==> src/rtl/timer_pkg.sv <==
// Shared constants for the timer array: register map, CTRL fields, mode codes and FSM states.
package timer_pkg;

  localparam logic [3:0] OFF_CTRL   = 4'h0;
  localparam logic [3:0] OFF_PRESET = 4'h4;
  localparam logic [3:0] OFF_COUNT  = 4'h8;
  localparam logic [3:0] OFF_STATUS = 4'hC;

  localparam int CTRL_EN       = 0;
  localparam int CTRL_MODE_LSB = 1;
  localparam int CTRL_MODE_MSB = 2;
  localparam int CTRL_IM       = 3;

  localparam logic [1:0] MODE_ONESHOT = 2'b00;
  localparam logic [1:0] MODE_RELOAD  = 2'b01;
  localparam logic [1:0] MODE_FREE    = 2'b10;
  localparam logic [1:0] MODE_RSVD    = 2'b11;

  typedef enum logic [1:0] {
    ST_IDLE = 2'd0,
    ST_LOAD = 2'd1,
    ST_CNT  = 2'd2
  } state_e;

endpackage

==> src/rtl/timer_channel.sv <==
// One timer channel: CTRL/PRESET/COUNT registers, sequencing FSM and sticky PEND.
// state   | meaning
// ST_IDLE | stopped, COUNT holds ; ST_LOAD | COUNT <= PRESET ; ST_CNT | counting down
module timer_channel
  import timer_pkg::*;
#(
  parameter int WIDTH = 32
) (
  input  logic             clk,
  input  logic             reset,
  input  logic             wr_ctrl_i,
  input  logic             wr_preset_i,
  input  logic             wr_status_i,
  input  logic [WIDTH-1:0] wdata_i,
  output logic [3:0]       ctrl_o,
  output logic [WIDTH-1:0] preset_o,
  output logic [WIDTH-1:0] count_o,
  output logic             pend_o
);

  state_e           state_q, state_d;
  logic [3:0]       ctrl_q, ctrl_d;
  logic [WIDTH-1:0] preset_q, preset_d;
  logic [WIDTH-1:0] count_q, count_d;
  logic             pend_q, pend_d;
  logic             pend_set, en_clr;
  logic [1:0]       mode;

  assign mode = ctrl_q[CTRL_MODE_MSB:CTRL_MODE_LSB];

  always_comb begin
    state_d  = state_q;
    count_d  = count_q;
    pend_set = 1'b0;
    en_clr   = 1'b0;
    case (state_q)
      ST_IDLE: if (ctrl_q[CTRL_EN]) state_d = ST_LOAD;
      ST_LOAD: begin
        count_d = preset_q;
        state_d = ST_CNT;
      end
      ST_CNT: begin
        if (!ctrl_q[CTRL_EN]) begin
          state_d = ST_IDLE;
        end else if (mode == MODE_FREE) begin
          count_d = count_q - WIDTH'(1);
        end else if (count_q > WIDTH'(1)) begin
          count_d = count_q - WIDTH'(1);
        end else begin
          // Terminal count; a PRESET of 0 lands here too, so it acts as 1.
          pend_set = 1'b1;
          if (mode == MODE_RELOAD) begin
            count_d = preset_q;
          end else begin
            count_d = '0;
            en_clr  = 1'b1;
            state_d = ST_IDLE;
          end
        end
      end
      default: state_d = ST_IDLE;
    endcase

    ctrl_d = ctrl_q;
    if (en_clr) ctrl_d[CTRL_EN] = 1'b0;
    if (wr_ctrl_i) ctrl_d = wdata_i[3:0];

    preset_d = wr_preset_i ? wdata_i : preset_q;
    pend_d   = pend_set | (pend_q & ~(wr_status_i & wdata_i[0]));
  end

  always_ff @(posedge clk) begin
    if (reset) begin
      state_q  <= ST_IDLE;
      ctrl_q   <= '0;
      preset_q <= '0;
      count_q  <= '0;
      pend_q   <= 1'b0;
    end else begin
      state_q  <= state_d;
      ctrl_q   <= ctrl_d;
      preset_q <= preset_d;
      count_q  <= count_d;
      pend_q   <= pend_d;
    end
  end

  assign ctrl_o   = ctrl_q;
  assign preset_o = preset_q;
  assign count_o  = count_q;
  assign pend_o   = pend_q;

endmodule

==> src/rtl/timer_array.sv <==
// Memory-mapped array of NUM_CH down-counting timers with address decode, read mux and IRQ reduction.
module timer_array
  import timer_pkg::*;
#(
  parameter int NUM_CH  = 2,
  parameter int WIDTH   = 32,
  parameter int CH_BITS = (NUM_CH > 1) ? $clog2(NUM_CH) : 1
) (
  input  logic                 clk,
  input  logic                 reset,
  input  logic [CH_BITS+3:0]   Addr_In,
  input  logic                 WE,
  input  logic [31:0]          Data_In,
  output logic [31:0]          Data_Out,
  output logic                 IRQ,
  output logic [NUM_CH-1:0]    Irq_Vec
);

  logic [CH_BITS-1:0] ch_sel;
  logic [3:0]         off;
  logic [3:0]         ctrl   [NUM_CH];
  logic [WIDTH-1:0]   preset [NUM_CH];
  logic [WIDTH-1:0]   count  [NUM_CH];
  logic [NUM_CH-1:0]  pend;

  assign ch_sel = Addr_In[CH_BITS+3:4];
  assign off    = Addr_In[3:0];

  // Channel indices >= NUM_CH never match a generate index, so they decode to nothing.
  for (genvar i = 0; i < NUM_CH; i++) begin : g_ch
    logic hit;
    assign hit = WE && (ch_sel == CH_BITS'(i));

    timer_channel #(.WIDTH(WIDTH)) u_ch (
      .clk         (clk),
      .reset       (reset),
      .wr_ctrl_i   (hit && (off == OFF_CTRL)),
      .wr_preset_i (hit && (off == OFF_PRESET)),
      .wr_status_i (hit && (off == OFF_STATUS)),
      .wdata_i     (Data_In[WIDTH-1:0]),
      .ctrl_o      (ctrl[i]),
      .preset_o    (preset[i]),
      .count_o     (count[i]),
      .pend_o      (pend[i])
    );

    assign Irq_Vec[i] = pend[i] & ctrl[i][CTRL_IM];
  end

  assign IRQ = |Irq_Vec;

  always_comb begin
    Data_Out = '0;
    for (int i = 0; i < NUM_CH; i++) begin
      if (ch_sel == CH_BITS'(i)) begin
        case (off)
          OFF_CTRL:   Data_Out = 32'(ctrl[i]);
          OFF_PRESET: Data_Out = 32'(preset[i]);
          OFF_COUNT:  Data_Out = 32'(count[i]);
          OFF_STATUS: Data_Out = 32'(pend[i]);
          default:    Data_Out = '0;
        endcase
      end
    end
  end

endmodule
==> config.mk <==
export PLATFORM = sky130hd
export DESIGN_NAME = timer_array
export DESIGN_NICKNAME = d
export VERILOG_FILES = /design/src/rtl/timer_pkg.sv /design/src/rtl/timer_channel.sv /design/src/rtl/timer_array.sv
export SDC_FILE = /design/constraint.sdc
export NUM_CORES = 1
export LEC_CHECK = 0
export CORE_ASPECT_RATIO = 1.5
export CORE_MARGIN = 8
export CORE_UTILIZATION = 60
export CTS_BUF_LIST = sky130_fd_sc_hd__clkbuf_8
export DETAILED_ROUTE_END_ITERATION = 16
export GPL_ROUTABILITY_DRIVEN = 0
export PLACE_DENSITY = 0.84
export SLEW_MARGIN = 20
export SYNTH_ARGS = -nofsm -noshare
export SYNTH_HDL_FRONTEND = slang
export SYNTH_SLANG_ARGS = --single-unit
==> constraint.sdc <==
create_clock -name clk -period 3.1 [get_ports clk]
set_input_delay 0.62 -clock clk [delete_from_list [all_inputs] [get_ports clk]]
set_output_delay 0.62 -clock clk [all_outputs]
set_load 0.01 [all_outputs]
==> flow_metrics.py, run 1 <==
metrics = {
    "sta": {
        "finalCriticalPeriod_ns": 3.01,
        "share_of_the_cycle_needed_by_the_critical_path_after_routing_pct": 97.0,
        "finalMaxSlewViolations": 0,
        "setup_violations": 0,
        "worst_slew_pin_slew_ns": 0.920,
        "setup_repair_after_global_routing_missed_its_margin": "no",
        "finalHoldViolations": 0,
        "timing.clock.skew_ns": 0.0172,
        "max_freq_mhz": 333,
        "timing.max_slew.rel_slack_pct": 38.5,
    },
    "global_route": {
        "number_of_antenna_violations_at_the_first_check_in_global_routing": 0,
        "globalRouteTotalUtil_pct": 33.3,
        "gr-total-overflow": 0,
        "grt_start_max_net_pins": 68,
        "grt_pass1_vias": 8771,
        "grt_pass1_wl_um": 47000,
    },
    "setup_path": {
        "regToRegEndpoint": "g_ch[1].u_ch.count_o[26]",
        "critPathArrivalTime_ns": 2.39,
        "critical_path.cell_chain": "clkdlybuf4s50_1 -> nor2_2 -> and2_1 -> buf_12 -> buf_12 -> a221oi_1 -> a211oi_2 -> dlygate4sd2_1",
        "setup.worst_path.class": "in2out",
        "cp.buffers_inverters": 4,
        "worst_path_dominant_cell_family": "buffers and inverters",
        "worst_path_most_repeated_cell": "buf_12",
        "crit_fanout": 12,
        "cpPeakStageDelay_ns": 0.49,
        "critical_path.slowest_cell": "clkdlybuf4s50_1",
        "ff2ff_setup_slack_ns": 0.15,
        "critical_path.startpoint_type": "input pin",
        "crit_required_ns": 2.48,
        "worst_setup_path_end_kind": "output port",
        "ff2ff_path_depth": 6,
        "crit-reg2reg-launch": "g_ch[1].u_ch.count_o[17]",
    },
    "clock_network": {
        "clock_latency_on_the_worst_skew_pair_ns": 0.46,
        "path_clk_slew_ns": 0.07,
        "h-tree-depth": 4,
        "clockRootBuffer": "clkbuf_8",
        "cts_buffers": 17,
        "cts_sinks": 142,
        "number_of_buffers_between_clock_root_and_the_deepest_sink": 2,
        "tritoncts": "yes",
    },
    "status": {
        "status": "completed",
    },
    "worst_hold_path": {
        "min_to": "g_ch[0].u_ch.preset_o[11]",
        "startpoint_of_the_most_critical_hold_path": "g_ch[0].u_ch.preset_o[11]",
        "hold_class": "reg2reg",
        "worstHoldPathCells": 2,
    },
    "detailed_routing": {
        "detail_route.wl_per_cell_um": 22.9,
        "antenna_violating_nets_post_route": 0,
        "first_iter_violations": 1183,
        "vias": 9317,
        "via_per_inst": 7.07,
        "detail_route.drc_violations": 0,
        "number_of_iterations_in_the_first_detailed_routing_pass": 6,
        "detail_route.wirelength_um": 30100,
    },
    "finish": {
        "share_of_post_route_cells_with_drive_strength_above_1_pct": 12.8,
        "final_nets": 1189,
        "layout_commonest_cell": "nand2_1",
        "layout_common_cells": "nand2_1 (178), dfxtp_1 (142), a21oi_1 (114)",
        "layout-area-overhead-vs-synth_pct": 20.5,
        "insertedDiodeCount": 0,
        "layoutNonFillerInstCount": 1317,
        "num-fill-cells": 1067,
    },
    "synthesis": {
        "synth_fp_nets": 1108,
        "synth_enable_flop_cells": 0,
        "yosysSeqAreaShare_pct": 35.1,
        "netlist_instances": 1064,
        "yosysWarnings": 0,
        "ys_seq_elements": 142,
        "syn_area_per_cell_um2": 7.61,
        "synthDistinctLibCells": 74,
        "synthesis.area_um2": 8100,
        "postSynth.asyncResetShare_pct": 0,
        "yosys_most_used_dff": "dfxtp_1",
    },
    "die": {
        "core_area_um2": 13300,
        "floorplan.initialDensity_pct": 60.7,
        "num_rows": 52,
        "die_area_um2": 17500,
        "die_h_um": 158,
        "floorplan.io_pins": 75,
        "die_width_um": 111,
    },
    "job": {
        "timing.max_cap.violations": 0,
    },
    "power": {
        "power.static_leakage_nw": 3.70,
        "power.density_cell_area_nw_per_um2": 378,
        "worst_ir_drop_vdd_mv": 0.235,
        "finalPower_w": 0.00369,
    },
    "placement": {
        "dp_hpwl_um": 21500,
        "port_buffers": 74,
        "place.detailed.instances": 1288,
    },
}
==> tightest hold or removal path, stage by stage, from the launching register on <==
cell and delay [ns]:
dfxtp_1 0.32, nand2_1 0.05, a21oi_1 0.05
==> stage by stage <==
stage / util, % / area [um2] / setup TNS [ns] / setup WS (ns) / hold slack, ns
floorplan: - / 8100 / 0 / 0.127 / 0.446
global placement: 70.2 / 9370 / -6.01 / -0.297 / 0.460
detailed placement: 70.2 / 9370 / -7.35 / -0.425 / 0.461
CTS: 73.1 / 9750 / 0 / 0.0308 / 0.472
global route: 73.2 / 9760 / 0 / 0.0261 / 0.497
finish: 73.2 / 9760 / 0 / 0.0935 / 0.473
==> flip-flops by register name, indices dropped and copies added, names as in the netlist <==
name                count
g_ch.u_ch.count_o      64
g_ch.u_ch.preset_o     64
g_ch.u_ch.ctrl_o        8
g_ch.u_ch.state_q       4
g_ch.u_ch.pend_o        2
==> cell families (layout without fill, tap and decap cells) <==
family                     Yosys count  in the layout  share of synthesized area [%]
buffers and inverters              102            193                           5.07
DFF                                142            142                           35.1
adders and majority gates            4              4                          0.618
and+or+nand+nor                    442            442                           26.7
AOI/OAI and AO/OA                  349            349                           29.4
xor gates and xnor gates             9              9                          0.973
muxes                               16             16                           2.15
==> final cells by class <==
type / count / area (um2) / share of cell area [%]
repair buffers: 150 / 1380 / 14.1
clock buffers: 17 / 234 / 2.40
clock inverters: 12 / 149 / 1.53
multi-input cells: 820 / 4900 / 50.2
flip-flops and latches: 142 / 2840 / 29.1
inverters: 14 / 52.6 / 0.538
well taps: 162 / 203 / 2.08
==> cells in the mapped netlist, types with 6 or more instances <==
cell type,n,area (um2)
dfxtp_1,142,2840
buf_2,7,35.0
a31oi_1,9,56.3
a21oi_1,114,571
nor2b_1,6,37.5
o21ai_0,45,225
nor3_1,34,170
and2_1,13,81.3
mux2i_1,14,140
a211oi_1,41,308
nor2_1,75,282
nand4_1,12,75.1
a32oi_1,9,78.8
inv_1,14,52.6
a221o_1,9,90.1
a221oi_1,36,315
or4_1,13,97.6
o22ai_1,6,37.5
xnor2_1,7,61.3
a22oi_1,31,233
nand2b_1,12,75.1
nand3_1,21,105
nor4_1,29,181
buf_1,8,30.0
clkbuf_1,70,263
or2_2,7,43.8
nand2_1,178,668
or3_1,13,81.3
==> report_power, final <==
part	internal [W]	switching, W	leakage [nW]
Clock	0.000777	0.000740	0.197
Sequential	0.00183	0.00000969	1.14
Combinational	0.000133	0.000196	2.36
==> layer usage <==
metal	track usage, %	up-vias	wire length (um)
met5	0	-	0
met4	21.0	0	1890
li1	-	4163	-
met2	57.4	638	14500
met1	37.8	4351	11100
met3	5.17	165	2690
==> timing repair <==
action                                  4_1_cts  5_1_grt
endpoints found under the setup margin       32       15
resized for setup                            41       14
pin swaps                                     1        4
setup buffers                                 0        0
endpoints found under the hold margin         0        0
hold buffers                                  0        0
==> worst max-delay path by stage <==
stage	start	to	slack (ns)	depth (start not counted)
floorplan	Addr_In[3]	Data_Out[11]	0.13	8
global placement	Addr_In[2]	Data_Out[22]	-0.30	8
detailed placement	Addr_In[2]	Data_Out[10]	-0.43	7
CTS	Addr_In[2]	Data_Out[10]	0.03	7
global route	Addr_In[1]	Data_Out[12]	0.03	8
finish	Addr_In[0]	Data_Out[9]	0.09	8
No activity file was read; power rests on OpenSTA's default activity.
==> inputs of run 2 (changes only) <==
CORE_ASPECT_RATIO = not set   (was 1.5)
MAX_ROUTING_LAYER = met4   (was not set)
==> run 2 against run 1 <==
  * Maximum frequency barely moved
  * Sequential power about the same
  * Clock skew is 0.0076 ns lower
  * Power fell by 3.1%
  * Clock power fell by 7%
  * Cell count rose by 0.84%
  * Hold slack better by 0.0091 ns
==> flow_metrics.py, run 2 (synthesis results as in run 1) <==
metrics = {
    "die": {
        "floorplan.initialDensity_pct": 61.4,
        "die_area_um2": 17500,
        "die_h_um": 132,
        "num_rows": 42,
        "die_width_um": 132,
        "floorplan.io_pins": 75,
        "core_area_um2": 13200,
    },
    "setup_path": {
        "critPathArrivalTime_ns": 2.39,
        "worst_path_dominant_cell_family": "buffers and inverters",
        "crit-reg2reg-launch": "g_ch[1].u_ch.count_o[26]",
        "regToRegEndpoint": "g_ch[1].u_ch.count_o[11]",
        "worst_setup_path_end_kind": "output port",
        "critical_path.slowest_cell": "clkdlybuf4s50_1",
        "critical_path.startpoint_type": "input pin",
        "crit_required_ns": 2.48,
        "setup.worst_path.class": "in2out",
        "critical_path.cell_chain": "clkdlybuf4s50_1 -> nor2_4 -> and2_4 -> buf_12 -> buf_4 -> a221oi_1 -> a211oi_1 -> dlygate4sd2_1",
        "ff2ff_setup_slack_ns": 0.15,
        "ff2ff_path_depth": 6,
        "crit_fanout": 25,
        "cpPeakStageDelay_ns": 0.53,
        "cp.buffers_inverters": 4,
    },
    "detailed_routing": {
        "number_of_iterations_in_the_first_detailed_routing_pass": 6,
        "antenna_violating_nets_post_route": 0,
        "detail_route.wirelength_um": 29700,
        "detail_route.drc_violations": 0,
        "first_iter_violations": 1626,
        "detail_route.wl_per_cell_um": 22.3,
        "vias": 9396,
        "via_per_inst": 7.08,
    },
    "power": {
        "power.density_cell_area_nw_per_um2": 369,
        "finalPower_w": 0.00357,
        "power.static_leakage_nw": 3.63,
        "worst_ir_drop_vdd_mv": 0.309,
    },
    "finish": {
        "num-fill-cells": 1041,
        "layout_common_cells": "nand2_1 (178), dfxtp_1 (142), a21oi_1 (114)",
        "fin_util_pct": 73.4,
        "share_of_post_route_cells_with_drive_strength_above_1_pct": 12.2,
        "insertedDiodeCount": 0,
        "final_nets": 1183,
        "layout-area-overhead-vs-synth_pct": 19.5,
        "layout_commonest_cell": "nand2_1",
    },
    "sta": {
        "timing.max_slew.rel_slack_pct": 45.4,
        "setup-tns-final_ns": 0,
        "setup_repair_after_global_routing_missed_its_margin": "no",
        "setup_violations": 0,
        "worst_slew_pin_slew_ns": 0.816,
        "finalHoldViolations": 0,
        "max_freq_mhz": 332,
        "finalCriticalPeriod_ns": 3.01,
        "share_of_the_cycle_needed_by_the_critical_path_after_routing_pct": 97.1,
        "timing.clock.skew_ns": 0.00963,
        "finalMaxSlewViolations": 0,
    },
    "clock_network": {
        "clockRootBuffer": "clkbuf_8",
        "number_of_buffers_between_clock_root_and_the_deepest_sink": 2,
        "tritoncts": "yes",
        "path_clk_slew_ns": 0.08,
        "cts_sinks": 142,
        "clock_latency_on_the_worst_skew_pair_ns": 0.47,
        "cts_buffers": 17,
        "hold_buffers": 0,
        "h-tree-depth": 4,
    },
    "global_route": {
        "grt_pass1_wl_um": 46400,
        "number_of_antenna_violations_at_the_first_check_in_global_routing": 0,
        "grt_start_max_net_pins": 68,
        "grt_pass1_vias": 8663,
        "globalRouteTotalUtil_pct": 33.6,
        "gr-total-overflow": 0,
    },
    "job": {
        "timing.max_cap.violations": 0,
    },
    "worst_hold_path": {
        "min_to": "g_ch[0].u_ch.preset_o[0]",
        "startpoint_of_the_most_critical_hold_path": "g_ch[0].u_ch.preset_o[0]",
        "worstHoldPathCells": 2,
        "hold_class": "reg2reg",
    },
    "placement": {
        "dp_hpwl_um": 20900,
        "port_buffers": 74,
    },
    "status": {
        "status": "completed",
    },
}
-- run 2: cell count changes in the layout (fill, tap and decap cells not counted), sizes merged --
cell          previous run  this run
dlygate4sd1              1         0
bufinv                   3         0
buf                     78        72
inv                     14        18
dlygate4sd2             28        33
clkinvlp                 1         6
dlymetal6s2s             2         1
clkbuf                  20        19
clkinv                   8         3
-- run 2: area by class of cell --
type	instances	area [um2]	share of cell area, %
clock buffer	19	262	2.70
clock inverter	13	109	1.13
inverter	14	52.6	0.543
multi-input combinational	820	4890	50.5
sequential	142	2840	29.4
tap	176	220	2.28
timing repair buffer	144	1300	13.5
-- run 2: worst register-to-register path, cell delays in order, from the launching register on --
cell,delay [ns]
dfxtp_1,0.40
or4_1,0.65
nor4_1,0.46
nand4_1,0.51
nand3_1,0.39
o21ai_0,0.15
a221o_1,0.28
-- run 2: power by group --
part / switching (W) / internal (W)
logic: 0.000193 / 0.000131
clock network: 0.000799 / 0.000609
registers: 0.0000107 / 0.00183
-- run 2: what timing repair did --
action / 4_1_cts / 5_1_grt
setup endpoints to repair: 32 / 14
gates resized for setup: 41 / 4
setup buffers: 0 / 4
pin swaps: 3 / 1
cloned: 0 / 0
-- run 2: layer usage --
| layer | track usage [%] | routed length, um | vias to the layer above |
|---|---|---|---|
| li1 | - | - | 4143 |
| met3 | 9.03 | 4050 | 159 |
| met5 | - | 0 | - |
| met4 | 17.0 | 1530 | 0 |
| met1 | 42.5 | 11500 | 4279 |
| met2 | 48.3 | 12600 | 815 |
-- run 2: stage by stage --
stage	area [um2]	cells	hold slack (ns)	worst slack (ns)
after floorplan	8100	1064	0.446	0.127
after global placement	9270	1292	0.465	-0.250
after detailed placement	9270	1292	0.468	-0.322
after CTS	9630	1324	0.478	0.0476
after global routing	9680	1328	0.519	0.0319
final	9680	1328	0.482	0.0905
-- run 2: worst max-delay path by stage --
| stage | cells past startpoint | slack (ns) | start | to |
|---|---|---|---|---|
| 5_1_grt | 8 | 0.03 | Addr_In[0] | Data_Out[29] |
| 4_1_cts | 6 | 0.05 | Addr_In[3] | Data_Out[0] |
| 3_5_place_dp | 8 | -0.32 | Addr_In[2] | Data_Out[28] |
| 3_3_place_gp | 7 | -0.25 | Addr_In[2] | Data_Out[4] |
| 2_1_floorplan | 8 | 0.13 | Addr_In[3] | Data_Out[11] |
| 6_report | 8 | 0.09 | Addr_In[0] | Data_Out[29] |
